===== src/rtl/turn_switch_conditioner_pkg.sv =====
// turn_signal_pkg: definitions shared by the turn-switch conditioner and its
// debounce sub-module.
//   - arb_state_t         : 2-bit arbitration state encoding (IDLE/LEFT/RIGHT/CONFLICT)
//   - DEBOUNCE_CYCLES_DEF : default debounce length, in Clk cycles
package turn_signal_pkg;

    localparam int DEBOUNCE_CYCLES_DEF = 4;

    typedef enum logic [1:0] {
        ST_IDLE     = 2'd0,
        ST_LEFT     = 2'd1,
        ST_RIGHT    = 2'd2,
        ST_CONFLICT = 2'd3
    } arb_state_t;

endpackage


===== src/rtl/turn_switch_conditioner_if.sv =====
// turn_switch_conditioner_if: raw switch levels in, conditioned levels out.
//   ERaw/LRaw/RRaw : raw hazard/left/right switches, asynchronous to Clk
//   E/L/R          : conditioned hazard level, left and right requests
//   Conflict       : left and right both debounced-active and unresolved
//   SwChange       : one-cycle pulse after any of E/L/R changes
// master = switch/stimulus side, slave = conditioner side.
interface turn_switch_conditioner_if;
    logic ERaw;
    logic LRaw;
    logic RRaw;
    logic E;
    logic L;
    logic R;
    logic Conflict;
    logic SwChange;

    modport master (
        output ERaw, LRaw, RRaw,
        input  E, L, R, Conflict, SwChange
    );

    modport slave (
        input  ERaw, LRaw, RRaw,
        output E, L, R, Conflict, SwChange
    );
endinterface


===== src/rtl/turn_switch_conditioner_debounce.sv =====
// switch_debounce: two-flop synchroniser plus counter debounce for one switch.
//   Clk   : clock, rising edge
//   Rst   : synchronous active-high reset
//   Raw   : raw switch level, asynchronous to Clk
//   Level : debounced level; follows the synchronised input once it has
//           differed for DEBOUNCE_CYCLES consecutive cycles
module switch_debounce
    import turn_signal_pkg::*;
#(
    parameter int DEBOUNCE_CYCLES = DEBOUNCE_CYCLES_DEF
) (
    input  logic Clk,
    input  logic Rst,
    input  logic Raw,
    output logic Level
);

    localparam int             CW       = $clog2(DEBOUNCE_CYCLES + 1);
    localparam logic [CW-1:0]  CNT_LAST = CW'(DEBOUNCE_CYCLES - 1);

    logic          sync1;
    logic          s;
    logic          d;
    logic [CW-1:0] cnt;

    always_ff @(posedge Clk) begin
        if (Rst) begin
            sync1 <= 1'b0;
            s     <= 1'b0;
            d     <= 1'b0;
            cnt   <= '0;
        end else begin
            sync1 <= Raw;
            s     <= sync1;
            // cnt only advances while s disagrees with d and is cleared on
            // the update, so it never passes CNT_LAST and cannot wrap.
            if (s == d) begin
                cnt <= '0;
            end else if (cnt == CNT_LAST) begin
                d   <= s;
                cnt <= '0;
            end else begin
                cnt <= cnt + CW'(1);
            end
        end
    end

    assign Level = d;

endmodule


===== src/rtl/turn_switch_conditioner.sv =====
// turn_switch_conditioner: input stage for the turn-signal sequencer.
// Debounces the hazard/left/right switches, arbitrates left vs right on a
// first-come basis, and flags changes of the conditioned outputs.
//   Clk : divided system clock, rising edge
//   Rst : synchronous active-high reset
//   sw  : slave modport of turn_switch_conditioner_if (raw in, E/L/R/Conflict/SwChange out)
module turn_switch_conditioner
    import turn_signal_pkg::*;
#(
    parameter int DEBOUNCE_CYCLES = DEBOUNCE_CYCLES_DEF
) (
    input  logic                         Clk,
    input  logic                         Rst,
    turn_switch_conditioner_if.slave     sw
);

    logic       de, dl, dr;
    arb_state_t state, state_nxt;
    logic       e_q;
    logic       l_o, r_o, c_o;
    logic [2:0] outs_prev;
    logic       swchg_q;

    switch_debounce #(.DEBOUNCE_CYCLES(DEBOUNCE_CYCLES)) u_deb_e (
        .Clk(Clk), .Rst(Rst), .Raw(sw.ERaw), .Level(de)
    );
    switch_debounce #(.DEBOUNCE_CYCLES(DEBOUNCE_CYCLES)) u_deb_l (
        .Clk(Clk), .Rst(Rst), .Raw(sw.LRaw), .Level(dl)
    );
    switch_debounce #(.DEBOUNCE_CYCLES(DEBOUNCE_CYCLES)) u_deb_r (
        .Clk(Clk), .Rst(Rst), .Raw(sw.RRaw), .Level(dr)
    );

    // Arbitration state register
    always_ff @(posedge Clk) begin
        if (Rst) state <= ST_IDLE;
        else     state <= state_nxt;
    end

    // Next state: the side that got there first keeps ownership; a late
    // request on the other side is only served once the owner releases.
    always_comb begin
        state_nxt = state;
        case (state)
            ST_IDLE: begin
                if      (dl && dr) state_nxt = ST_CONFLICT;
                else if (dl)       state_nxt = ST_LEFT;
                else if (dr)       state_nxt = ST_RIGHT;
            end
            ST_LEFT: begin
                if (!dl) state_nxt = dr ? ST_RIGHT : ST_IDLE;
            end
            ST_RIGHT: begin
                if (!dr) state_nxt = dl ? ST_LEFT : ST_IDLE;
            end
            ST_CONFLICT: begin
                if      (dl && dr) state_nxt = ST_CONFLICT;
                else if (dl)       state_nxt = ST_LEFT;
                else if (dr)       state_nxt = ST_RIGHT;
                else               state_nxt = ST_IDLE;
            end
            default: state_nxt = ST_IDLE;
        endcase
    end

    // Output decode of the registered state
    always_comb begin
        l_o = 1'b0;
        r_o = 1'b0;
        c_o = 1'b0;
        case (state)
            ST_LEFT:     l_o = 1'b1;
            ST_RIGHT:    r_o = 1'b1;
            ST_CONFLICT: c_o = 1'b1;
            default:     ;
        endcase
    end

    // E goes through one register so it lines up with the state-decoded L/R.
    // SwChange compares E/L/R with their value one cycle earlier; clearing
    // outs_prev together with the outputs keeps reset from producing a pulse.
    always_ff @(posedge Clk) begin
        if (Rst) begin
            e_q       <= 1'b0;
            outs_prev <= 3'b000;
            swchg_q   <= 1'b0;
        end else begin
            e_q       <= de;
            outs_prev <= {e_q, l_o, r_o};
            swchg_q   <= ({e_q, l_o, r_o} != outs_prev);
        end
    end

    assign sw.E        = e_q;
    assign sw.L        = l_o;
    assign sw.R        = r_o;
    assign sw.Conflict = c_o;
    assign sw.SwChange = swchg_q;

endmodule


===== src/flat_wrapper.sv =====
// flat-port wrapper written by rule: the top's interface ports become plain ports
module turn_switch_conditioner_flat import turn_signal_pkg::*;
#(
    parameter int DEBOUNCE_CYCLES = DEBOUNCE_CYCLES_DEF
)
  (Clk, Rst, sw_ERaw, sw_LRaw, sw_RRaw, sw_E, sw_L, sw_R, sw_Conflict, sw_SwChange);
  turn_switch_conditioner_if sw_i ();
  input  logic Clk;
  input  logic Rst;
  input wire logic [$bits(sw_i.ERaw)-1:0] sw_ERaw;
  input wire logic [$bits(sw_i.LRaw)-1:0] sw_LRaw;
  input wire logic [$bits(sw_i.RRaw)-1:0] sw_RRaw;
  output wire logic [$bits(sw_i.E)-1:0] sw_E;
  output wire logic [$bits(sw_i.L)-1:0] sw_L;
  output wire logic [$bits(sw_i.R)-1:0] sw_R;
  output wire logic [$bits(sw_i.Conflict)-1:0] sw_Conflict;
  output wire logic [$bits(sw_i.SwChange)-1:0] sw_SwChange;
  assign sw_i.ERaw = sw_ERaw;
  assign sw_i.LRaw = sw_LRaw;
  assign sw_i.RRaw = sw_RRaw;
  assign sw_E = sw_i.E;
  assign sw_L = sw_i.L;
  assign sw_R = sw_i.R;
  assign sw_Conflict = sw_i.Conflict;
  assign sw_SwChange = sw_i.SwChange;
  turn_switch_conditioner #(.DEBOUNCE_CYCLES(DEBOUNCE_CYCLES)) u_core (.Clk(Clk), .Rst(Rst), .sw(sw_i));
endmodule

===== config.mk =====
export PLATFORM = sky130hd
export DESIGN_NAME = turn_switch_conditioner_flat
export DESIGN_NICKNAME = d
export VERILOG_FILES = /design/src/rtl/turn_switch_conditioner_pkg.sv /design/src/rtl/turn_switch_conditioner_if.sv /design/src/rtl/turn_switch_conditioner_debounce.sv /design/src/rtl/turn_switch_conditioner.sv /design/src/flat_wrapper.sv
export SDC_FILE = /design/constraint.sdc
export NUM_CORES = 1
export LEC_CHECK = 0
export CORE_MARGIN = 2
export CORE_UTILIZATION = 47
export DETAILED_ROUTE_END_ITERATION = 7
export MAX_ROUTING_LAYER = met4
export PLACE_DENSITY = 0.7
export SLEW_MARGIN = 0
export SYNTH_ARGS = -nofsm -noshare
export SYNTH_HDL_FRONTEND = slang
export SYNTH_SLANG_ARGS = --single-unit

===== constraint.sdc =====
create_clock -name Clk -period 1.1 [get_ports Clk]
set_input_delay 0.22 -clock Clk [delete_from_list [all_inputs] [get_ports Clk]]
set_output_delay 0.22 -clock Clk [all_outputs]
set_load 0.05 [all_outputs]

* After elaboration in Yosys (flattened, before gate mapping) *
Index checks and enable logic that the tools add are counted.

word-level totals
  register bits = 25
  input port bits = 5
  output and inout port bits = 5
  logic and storage cells = 57

cells by class
  add/sub/neg operators = 3
  equality and inequality tests = 13
  mux-type cells = 13
  bitwise logic cells = 3
  reductions and logical operators = 9

operator list
  cell                                                              count
  2-bit 2-to-1 mux                                                  8
  3-bit by 1-bit adder with 3-bit output (second input constant)    3
  3-bit by 2-bit == test with 1-bit output (second input constant)  3
  3-bit OR reduction                                                3
  2-bit one-hot mux with 4 select lines                             1
  2-bit AND reduction                                               3
  2-bit == test (second input constant)                             2
  1-bit 2-to-1 mux                                                  4
  2-bit != test (second input constant)                             2
  4-bit by 3-bit != test with 1-bit output (second input constant)  1
  1-bit == test                                                     3
  3-bit != test                                                     1
  1-bit inverter                                                    3
  3-bit AND reduction                                               1
  2-bit by 1-bit == test with 1-bit output (second input constant)  1
  2-bit zero test                                                   1
  1-bit logical AND                                                 1

* Logic depth before layout (Yosys ltp) *
  depth in word-level cells = 4
  depth in mapped cells = 4
  depth with buffers taken out = 4

* Cells and area by module *
From an unflattened synthesis, not the netlist that was laid out.

unflattened totals
  cell total of the unflattened synthesis = 76
  area, all modules = 889.6 um2

by module, submodules not included
  module                   instances  cells an instance  area each (um2)  sequential area each (um2)
  switch_debounce          3          17                 211.5            120.1
  turn_switch_conditioner  1          25                 255.2            140.1

* Worst setup path after synthesis *
No wires, ideal clock.

  kind = reg-to-reg
  from = reg u_core.state[0]
  to = reg u_core.swchg_q (netlist: u_core.sw.SwChange)
  setup time = 122 ps
  arrival = 1468 ps
  data required time = 978 ps
  setup slack = -489 ps
  cell stages (with the launch flop) = 5
  buffers on the path = 0
  period minus slack after synthesis = 1589 ps
  path through = dfxtp_1 nor2b_1 nand3b_1 o21ai_0 a21oi_1

between the ends
  cells in the longest elaborated chain, start to end = 3
  elaborated cells on any way between the ends = 5
  classes of those cells = 3 x eq/ne; 2 x mux

ends and longest elaborated chain
  element                                   RTL line                       RTL
  from (decl)                               turn_switch_conditioner.sv:18  arb_state_t state, state_nxt;
  from (signal assigned)                    turn_switch_conditioner.sv:37  else state <= state_nxt;
  2-bit by 1-bit == test with 1-bit output  turn_switch_conditioner.sv:71  case (state)
  1-bit 2-to-1 mux                          turn_switch_conditioner.sv:71
  via sw_L                                  flat_wrapper.sv:14             output wire logic [$bits(sw_i.L)-1:0] sw_L;
  3-bit != test                             turn_switch_conditioner.sv:90  swchg_q <= ({e_q, l_o, r_o} != outs_prev);
  to (signal assigned)                      turn_switch_conditioner.sv:90
  to (decl)                                 turn_switch_conditioner.sv:22  logic swchg_q;

The timed path passes the listed nets, and every way through them passes these cells.
A chain may end at the register's enable or synchronous reset.

* Worst setup path in the final report *
  from = reg u_core.state[1]
  to = out sw_R

between the ends
  cells in the longest elaborated chain, start to end = 2

ends and longest elaborated chain
  element           RTL line                       RTL
  2-bit == test     turn_switch_conditioner.sv:71
  1-bit 2-to-1 mux  turn_switch_conditioner.sv:71
  to (decl)         flat_wrapper.sv:15             output wire logic [$bits(sw_i.R)-1:0] sw_R;

Every way passes these cells.

==> results.py <==
metrics = {
    "run_status": {
        "status": "finished, violations left",
        "violations": "negative setup slack",
    },
    "finish": {
        "syn2layout_area_growth_pct": 47.84,
        "mostFrequentLayoutCells": "dfxtp_1 (16), buf_4 (14), nor2b_1 (10)",
        "diodes": 0,
        "layout_commonest_cell": "dfxtp_1",
        "fin_area_um2": 1330,
        "final_util_pct": 75.39,
        "nets": 122,
        "drive_above_1_share_pct": 46.36,
    },
    "sta": {
        "fin_crit_sh_pct": 113.7,
        "layout_min_cycle_time_ps": 1251,
        "worst_pin_slew_ps": 281.8,
        "timing.final.max_slew_violations": 0,
        "max-slew-margin-rel_pct": 81.18,
        "tns_ps": -861.7,
        "rsz0062_at_grt": "yes",
        "final.setup_skew_ps": 3.196,
        "final-setup-viol-count": 12,
        "setup_ws_ps": -151.0,
        "fmax_ghz": 0.7994,
        "hold_viol_final": 0,
    },
    "floorplan": {
        "die_w_um": 47.75,
        "die-area_um2": 2280,
        "initial_core_util_pct": 50.99,
        "core_area_um2": 1764,
        "ios": 10,
        "fp.dieH_um": 47.75,
        "rows": 15,
    },
    "power_and_ir_drop": {
        "clkPwrFrac_pct": 28.6,
        "p_switching_mw": 0.2843,
        "ir_drop_mv": 0.7799,
        "p_sw_share_pct": 20.66,
        "p_per_area_nw_per_um2": 1035,
        "leakage_nw": 0.5077,
        "combPwrFrac_pct": 4.6,
        "intPower_mw": 1.092,
        "seqPwrFrac_pct": 66.8,
    },
    "min_path": {
        "hp-start": "Rst",
        "hold_path_class": "input pin to register",
    },
    "critical_path": {
        "setup.worst_path.start": "u_core.state[1]",
        "worstPathRequired_ps": 880,
        "reg2reg_to": "u_core.u_deb_e.cnt[1]",
        "reg2reg_setup_slack_ps": -60,
        "endpoint": "sw_R",
        "crit_path_end_kind": "output pin",
        "r2r-start": "u_core.u_deb_e.cnt[0]",
        "worst-path-max-fanout": 5,
        "rr_worst_depth": 4,
        "path_class": "register to output pin",
        "crit_arrival_ps": 1030,
        "worstSetupStartpointType": "register",
    },
    "cts": {
        "h-tree-depth": 1,
        "clk_latency_ps": 310,
        "cts_tree": "built",
        "ctsHoldBuffers": 0,
        "cts_buffer_depth": 2,
        "cts_sinks": 25,
        "clkTransAtPathRegs_ps": 130,
        "cts_buffers": 3,
        "cts-root-buf": "clkbuf_4",
    },
    "grt": {
        "antenna_found_initial": 0,
        "gr-usage-all-layers_pct": 15.10,
        "grt_start_max_net_pins": 14,
        "grt-ovfl-total": 0,
        "grt_pass1_vias": 547,
        "grt_pass1_wl_um": 2235,
    },
    "synth": {
        "synth_xor_area_share_pct": 4.868,
        "synth_fa_ha_area_share_pct": 8.345,
        "synth_top_family_by_area": "simple AND/OR/NAND/NOR gates",
        "synth-simple-area-share_pct": 21.97,
        "syn-cell-area_um2": 899.6,
        "syn_inst": 83,
        "synth.mux.area_fraction_pct": 3.338,
        "synth_compound_area_share_pct": 2.782,
        "ys_warn_count": 0,
        "syn_area_per_cell_um2": 10.84,
        "synth-seq-cells": 25,
        "syn-num-nets": 94,
        "synth_cell_types": 18,
        "ys_seq_area_share_pct": 55.63,
    },
    "placed_design": {
        "place.gp.congestion": 0.7095,
        "place_area_um2": 1204,
        "place_ws_ps": -277.5,
        "io_buffers": 9,
        "hpwl_um": 962.1,
    },
    "drt": {
        "avgViaCountPerCell": 4.415,
        "drtAntennaViolNets": 0,
        "vias": 596,
        "wirelength_um": 1398,
        "drc": 0,
        "drt_iter0_markers": 7,
        "first_pass_iters": 4,
        "post_drt_wl_per_cell_um": 10.36,
    },
    "flow_run": {
        "cap_violations": 0,
    },
}
## worst min-delay path by stage
stage / depth (start not counted) / to
after floorplan: 1 / u_core.outs_prev[0]
after global placement: 1 / u_core.u_deb_e.cnt[0]
after detailed placement: 1 / u_core.u_deb_e.cnt[0]
after CTS: 2 / u_core.u_deb_r.sync1
after global routing: 3 / u_core.u_deb_l.sync1
final: 3 / u_core.u_deb_l.sync1
## final cells by class
class	count	area, um^2
clock buffers	4	26.28
well taps	25	31.28
repair buffers	24	259.0
fillers	122	434.2
flip-flops and latches	25	519.2
multi-input cells	51	471.7
inverters	6	22.52
## metal layers
metal	vias to the layer above	track usage [%]	share of wire [%]
met5	-	-	0
met1	263	17.56	47
met4	0	8.108	1.7
met3	4	3.396	2.8
met2	11	24.00	48
li1	318	-	-
## synthesized netlist by cell type
library cell / count / area share (%)
inv_1: 6 / 2.5
xor2_1: 1 / 0.97
and2_1: 1 / 0.70
or2b_1: 2 / 1.7
xnor2_1: 4 / 3.9
o21ai_0: 1 / 0.56
buf_2: 1 / 0.56
or3_1: 1 / 0.70
ha_1: 6 / 8.3
nor2_1: 6 / 2.5
nor2_2: 6 / 4.2
a21oi_1: 4 / 2.2
dfxtp_1: 25 / 56
nand3b_1: 1 / 0.83
nor2b_1: 12 / 8.3
nor3_1: 1 / 0.56
or3_4: 2 / 2.5
mux2i_1: 3 / 3.3
## flip-flops by register name, summed over array words and instances, names as in the netlist
signal / count
u_core.u_deb_l.sync1: 1
u_core.u_deb_r.s: 1
u_core.u_deb_r.sync1: 1
u_core.outs_prev: 3
u_core.u_deb_e.sync1: 1
u_core.u_deb_r.cnt: 3
u_core.sw.SwChange: 1
u_core.u_deb_e.s: 1
u_core.u_deb_l.Level: 1
u_core.u_deb_r.Level: 1
u_core.state: 2
u_core.u_deb_e.cnt: 3
u_core.u_deb_l.cnt: 3
u_core.u_deb_e.Level: 1
u_core.sw.E: 1
u_core.u_deb_l.s: 1
## through the flow
stage	instances	total power [mW]	hold slack, ps
2_1_floorplan	83	0.9709	291.6
3_5_place_dp	124	1.005	416.0
3_3_place_gp	124	1.003	406.5
4_1_cts	132	1.392	436.8
5_1_grt	135	1.446	389.9
6_report	135	1.376	398.3
## repair_timing
| item | CTS | global route |
|---|---|---|
| pin swaps | 5 | 2 |
| setup buffers | 4 | 3 |
| gates resized for setup | 11 | 6 |
| setup endpoints to repair | 13 | 17 |
## cells by family (layout without fill, tap and decap cells)
logic type | count (synthesis) | in the layout
buffers and inverters | 7 | 34
and+or+nand+nor | 32 | 32
adders and majority gates | 6 | 6
AOI/OAI and AO/OA | 5 | 5
DFF | 25 | 25
xor gates and xnor gates | 5 | 5
muxes | 3 | 3
## power groups by stage
stage | Sequential (mW) | Combinational (mW) | Clock (mW)
final | 0.919 | 0.0628 | 0.394
after global routing | 0.922 | 0.0691 | 0.456
after CTS | 0.922 | 0.0615 | 0.409
after detailed placement | 0.946 | 0.0590 | 0
after global placement | 0.945 | 0.0575 | 0
after floorplan | 0.945 | 0.0263 | 0
## critical path, stage by stage, from the launching register on
cell and delay (ps):
dfxtp_4 400, nor2b_4 180, buf_12 150
(Power assumes the default switching activity.)
==> RTL edit: new RTL, same settings <==
`DEBOUNCE_CYCLES_DEF`: 4 -> 16.
--- a/src/rtl/turn_switch_conditioner_pkg.sv
+++ b/src/rtl/turn_switch_conditioner_pkg.sv
@@ -4,7 +4,7 @@
 //   - DEBOUNCE_CYCLES_DEF : default debounce length, in Clk cycles
 package turn_signal_pkg;
 
-    localparam int DEBOUNCE_CYCLES_DEF = 4;
+    localparam int DEBOUNCE_CYCLES_DEF = 16;
 
     typedef enum logic [1:0] {
         ST_IDLE     = 2'd0,
Formal check against the unedited RTL: not equivalent (Yosys sat finds a counterexample within 10 cycles, from zero or initial values and one cycle with Rst high).
==> RTL edit against the unedited design <==
The flow still finishes with violations (negative setup slack). Wire length grew 31%. Final area grew 27%. Hold slack lost 0.099 ns. Area after synthesis grew 24%. Sequential power grew 24%. Worst setup slack lost 0.11 ns. Sequential cell count grew 6. Total power grew 41%. Critical endpoint is now u_core.u_deb_r.cnt[4]$_SDFF_PP0_. Largest power group unchanged. Highest routed layer unchanged.
==> RTL edit: results (changes against the unedited design) <==
- Run status: complete, but fails checks
- The checks that failed: negative setup slack.
- Count of different cell masters after synthesis: 18 (unchanged)
* Switching share of total power: 20.1% (-0.52 points)
* Synth top cells by count: 31 x dfxtp_1, 18 x nor2_1, 12 x nor2b_1
- Slew at the pin with the worst max-slew slack: 0.319 ns (+0.0375 ns)
* Number of port buffers: 9 (unchanged)
- The net total in the final layout was 156 (+28%).
- The global-route usage over all layers came to 16.0% (+0.95 points).
* Top flop regs: u_core.u_deb_e.cnt: 5 flops, u_core.u_deb_l.cnt: 5 flops, u_core.u_deb_r.cnt: 5 flops
* Bufs on Longest Clock Path: 2 (unchanged)
- Clock Skews: 0.00502 ns (+0.00183 ns)
- The maximum level of the CTS H-tree was 2 (+1).
- Clock latency reported for the late side of the worst-skew pair: 0.31 ns (about the same)
- The async set-reset flop share out of synthesis was 0% (unchanged).
- Broken down by cell family, the worst path's largest delay share belongs to simple AND/OR/NAND/NOR gates.
- Crit path max-delay cell type: or3_4
* Finished Layout Cells: 174 (+29%)
- Final worst-path setup slack: -0.257 ns (-0.106 ns)
* Number of warnings reported in the yosys synthesis log: 0 (unchanged)
* # diodes: 0 (unchanged)
* Dpl hpwl: 1210 microns (+26%)
- The longest individual stage delay on the worst path is 0.36 ns (-0.04 ns).
- The total leakage power was 0.000652 uW (+28%).
* Share of cells above drive strength 1: 46.6% (+0.21 points)
- Final Hold Vio Count: 0 (unchanged)
- CTS buffer count: 5 (+2)
- The layout filler cell count came to 153 (+25%).
* Pre-antenna DRT Iters: 2 (-2)
- Number of vias after detailed routing: 817 (+37%)
- The register clock-pin slew on the reported worst setup and hold paths is 0.09 ns (-0.04 ns).
* Seq/Total Area, Yosys: 55.5% (-0.090 points)
* Largest net degree at the start of global routing: 10 (-4)
- The highest ir drop seen on vdd is 0.937 mV (+20%).
* Mapped Nets: 118 (+26%)
* Synth top area cells: dfxtp_1 56%, ha_1 6.7%, nor2b_1 6.7%
- Number of antenna violations at the first check in global routing: 0 (unchanged)
* First-pass GRT wire length: 3050 microns (+36%)
- The post-synthesis average cell area came to 10.4 sq um (-3.7%).
- DRC marker count from the first detailed-route iteration: 12 (+5)
- Min-delay worst type: in -> reg
* Crit-path max FO: 5 (unchanged)
- Clock root buffer: clkbuf_4
- The final-report setup violation count came to 21 (+9).
- Overall routed net length: 1840 microns (+31%)
- Number of enable-type register cells in the synthesized netlist: 0 (unchanged)
* Worst path arrival time: 1.61 ns (+0.58 ns)
- Number of global-route vias before repair: 769 (+41%)
- Weighted congestion reported at the end of routability-driven placement: 0.679 (-4.3%)
- The max capacitance violation total came to 0 (unchanged).
==> RTL edit: routing by layer <==
| layer | GRT usage (%) | vias up | part of all wire (%) |
|---|---|---|---|
| met5 | - | - | 0 |
| met2 | 25.8 | 14 | 51 |
| li1 | - | 422 | - |
| met3 | 6.00 | 4 | 3.4 |
| met4 | 7.69 | 0 | 1.2 |
| met1 | 17.4 | 377 | 44 |
==> RTL edit: final timing paths <==
kind | from | cells past startpoint | end | slack (ns)
min | Rst | 2 | u_core.u_deb_r.s$_SDFF_PP0_ | 0.30
max | u_core.u_deb_r.cnt[1]$_SDFF_PP0_ | 5 | u_core.u_deb_r.cnt[4]$_SDFF_PP0_ | -0.26
max reg2reg | u_core.u_deb_r.cnt[1]$_SDFF_PP0_ | 5 | u_core.u_deb_r.cnt[4]$_SDFF_PP0_ | -0.26
min reg2reg | u_core.u_deb_e.sync1$_SDFF_PP0_ | 1 | u_core.u_deb_e.s$_SDFF_PP0_ | 0.46
==> RTL edit: power groups by stage <==
stage | Sequential [uW] | Clock, uW | Combinational [uW]
after detailed placement | 1170 | 0 | 60.2
after global routing | 1140 | 815 | 70.7
after CTS | 1140 | 744 | 61.4
after global placement | 1170 | 0 | 58.8
final | 1140 | 732 | 63.5
after floorplan | 1170 | 0 | 25.6
==> RTL edit: cell type report <==
type / instances / area, sq um / area share, %
sequential: 31 / 637 / 37.7
timing repair buffer: 32 / 319 / 18.9
clock buffer: 8 / 68.8 / 4.07
tap: 28 / 35.0 / 2.07
inverter: 6 / 22.5 / 1.33
multi-input combinational: 69 / 608 / 36.0
==> RTL edit: worst reg2reg max path: stages (launching register included) <==
cell and delay [ns]:
dfxtp_2 0.35, ha_4 0.15, and3_4 0.18, ha_4 0.15, or3_4 0.36, nor2_1 0.11
==> RTL edit: cells by family (layout without fill, tap and decap cells) <==
family / Yosys count / count (layout) / share of synthesized area [%]
AO/OA/AOI/OAI: 5 / 5 / 2.24
XOR/XNOR: 11 / 11 / 8.62
adder cells (fa/ha/maj): 6 / 6 / 6.72
buffers and inverters: 7 / 46 / 2.35
flip-flops: 31 / 31 / 55.5
multiplexers: 3 / 3 / 2.69
AND/OR/NAND/NOR: 44 / 44 / 21.8
==> RTL edit: repair_timing <==
item,4_1_cts,5_1_grt
pin swaps,8,3
buffers inserted,5,3
setup endpoints to repair,22,24
resized for setup,8,11
hold buffers,0,0
==> RTL edit: metrics by stage <==
stage                     cell area (sq um)  setup TNS, ns  setup slack [ns]  power, uW  utilization (%)
final                                  1690          -4.10            -0.257       1930             75.7
after floorplan                        1230          -2.96            -0.229       1190                -
after global routing                   1690          -5.00            -0.291       2030             75.7
after CTS                              1640          -4.03            -0.243       1940             73.3
after global placement                 1510          -6.54            -0.314       1230             67.8
after detailed placement               1510          -7.13            -0.348       1230             67.8
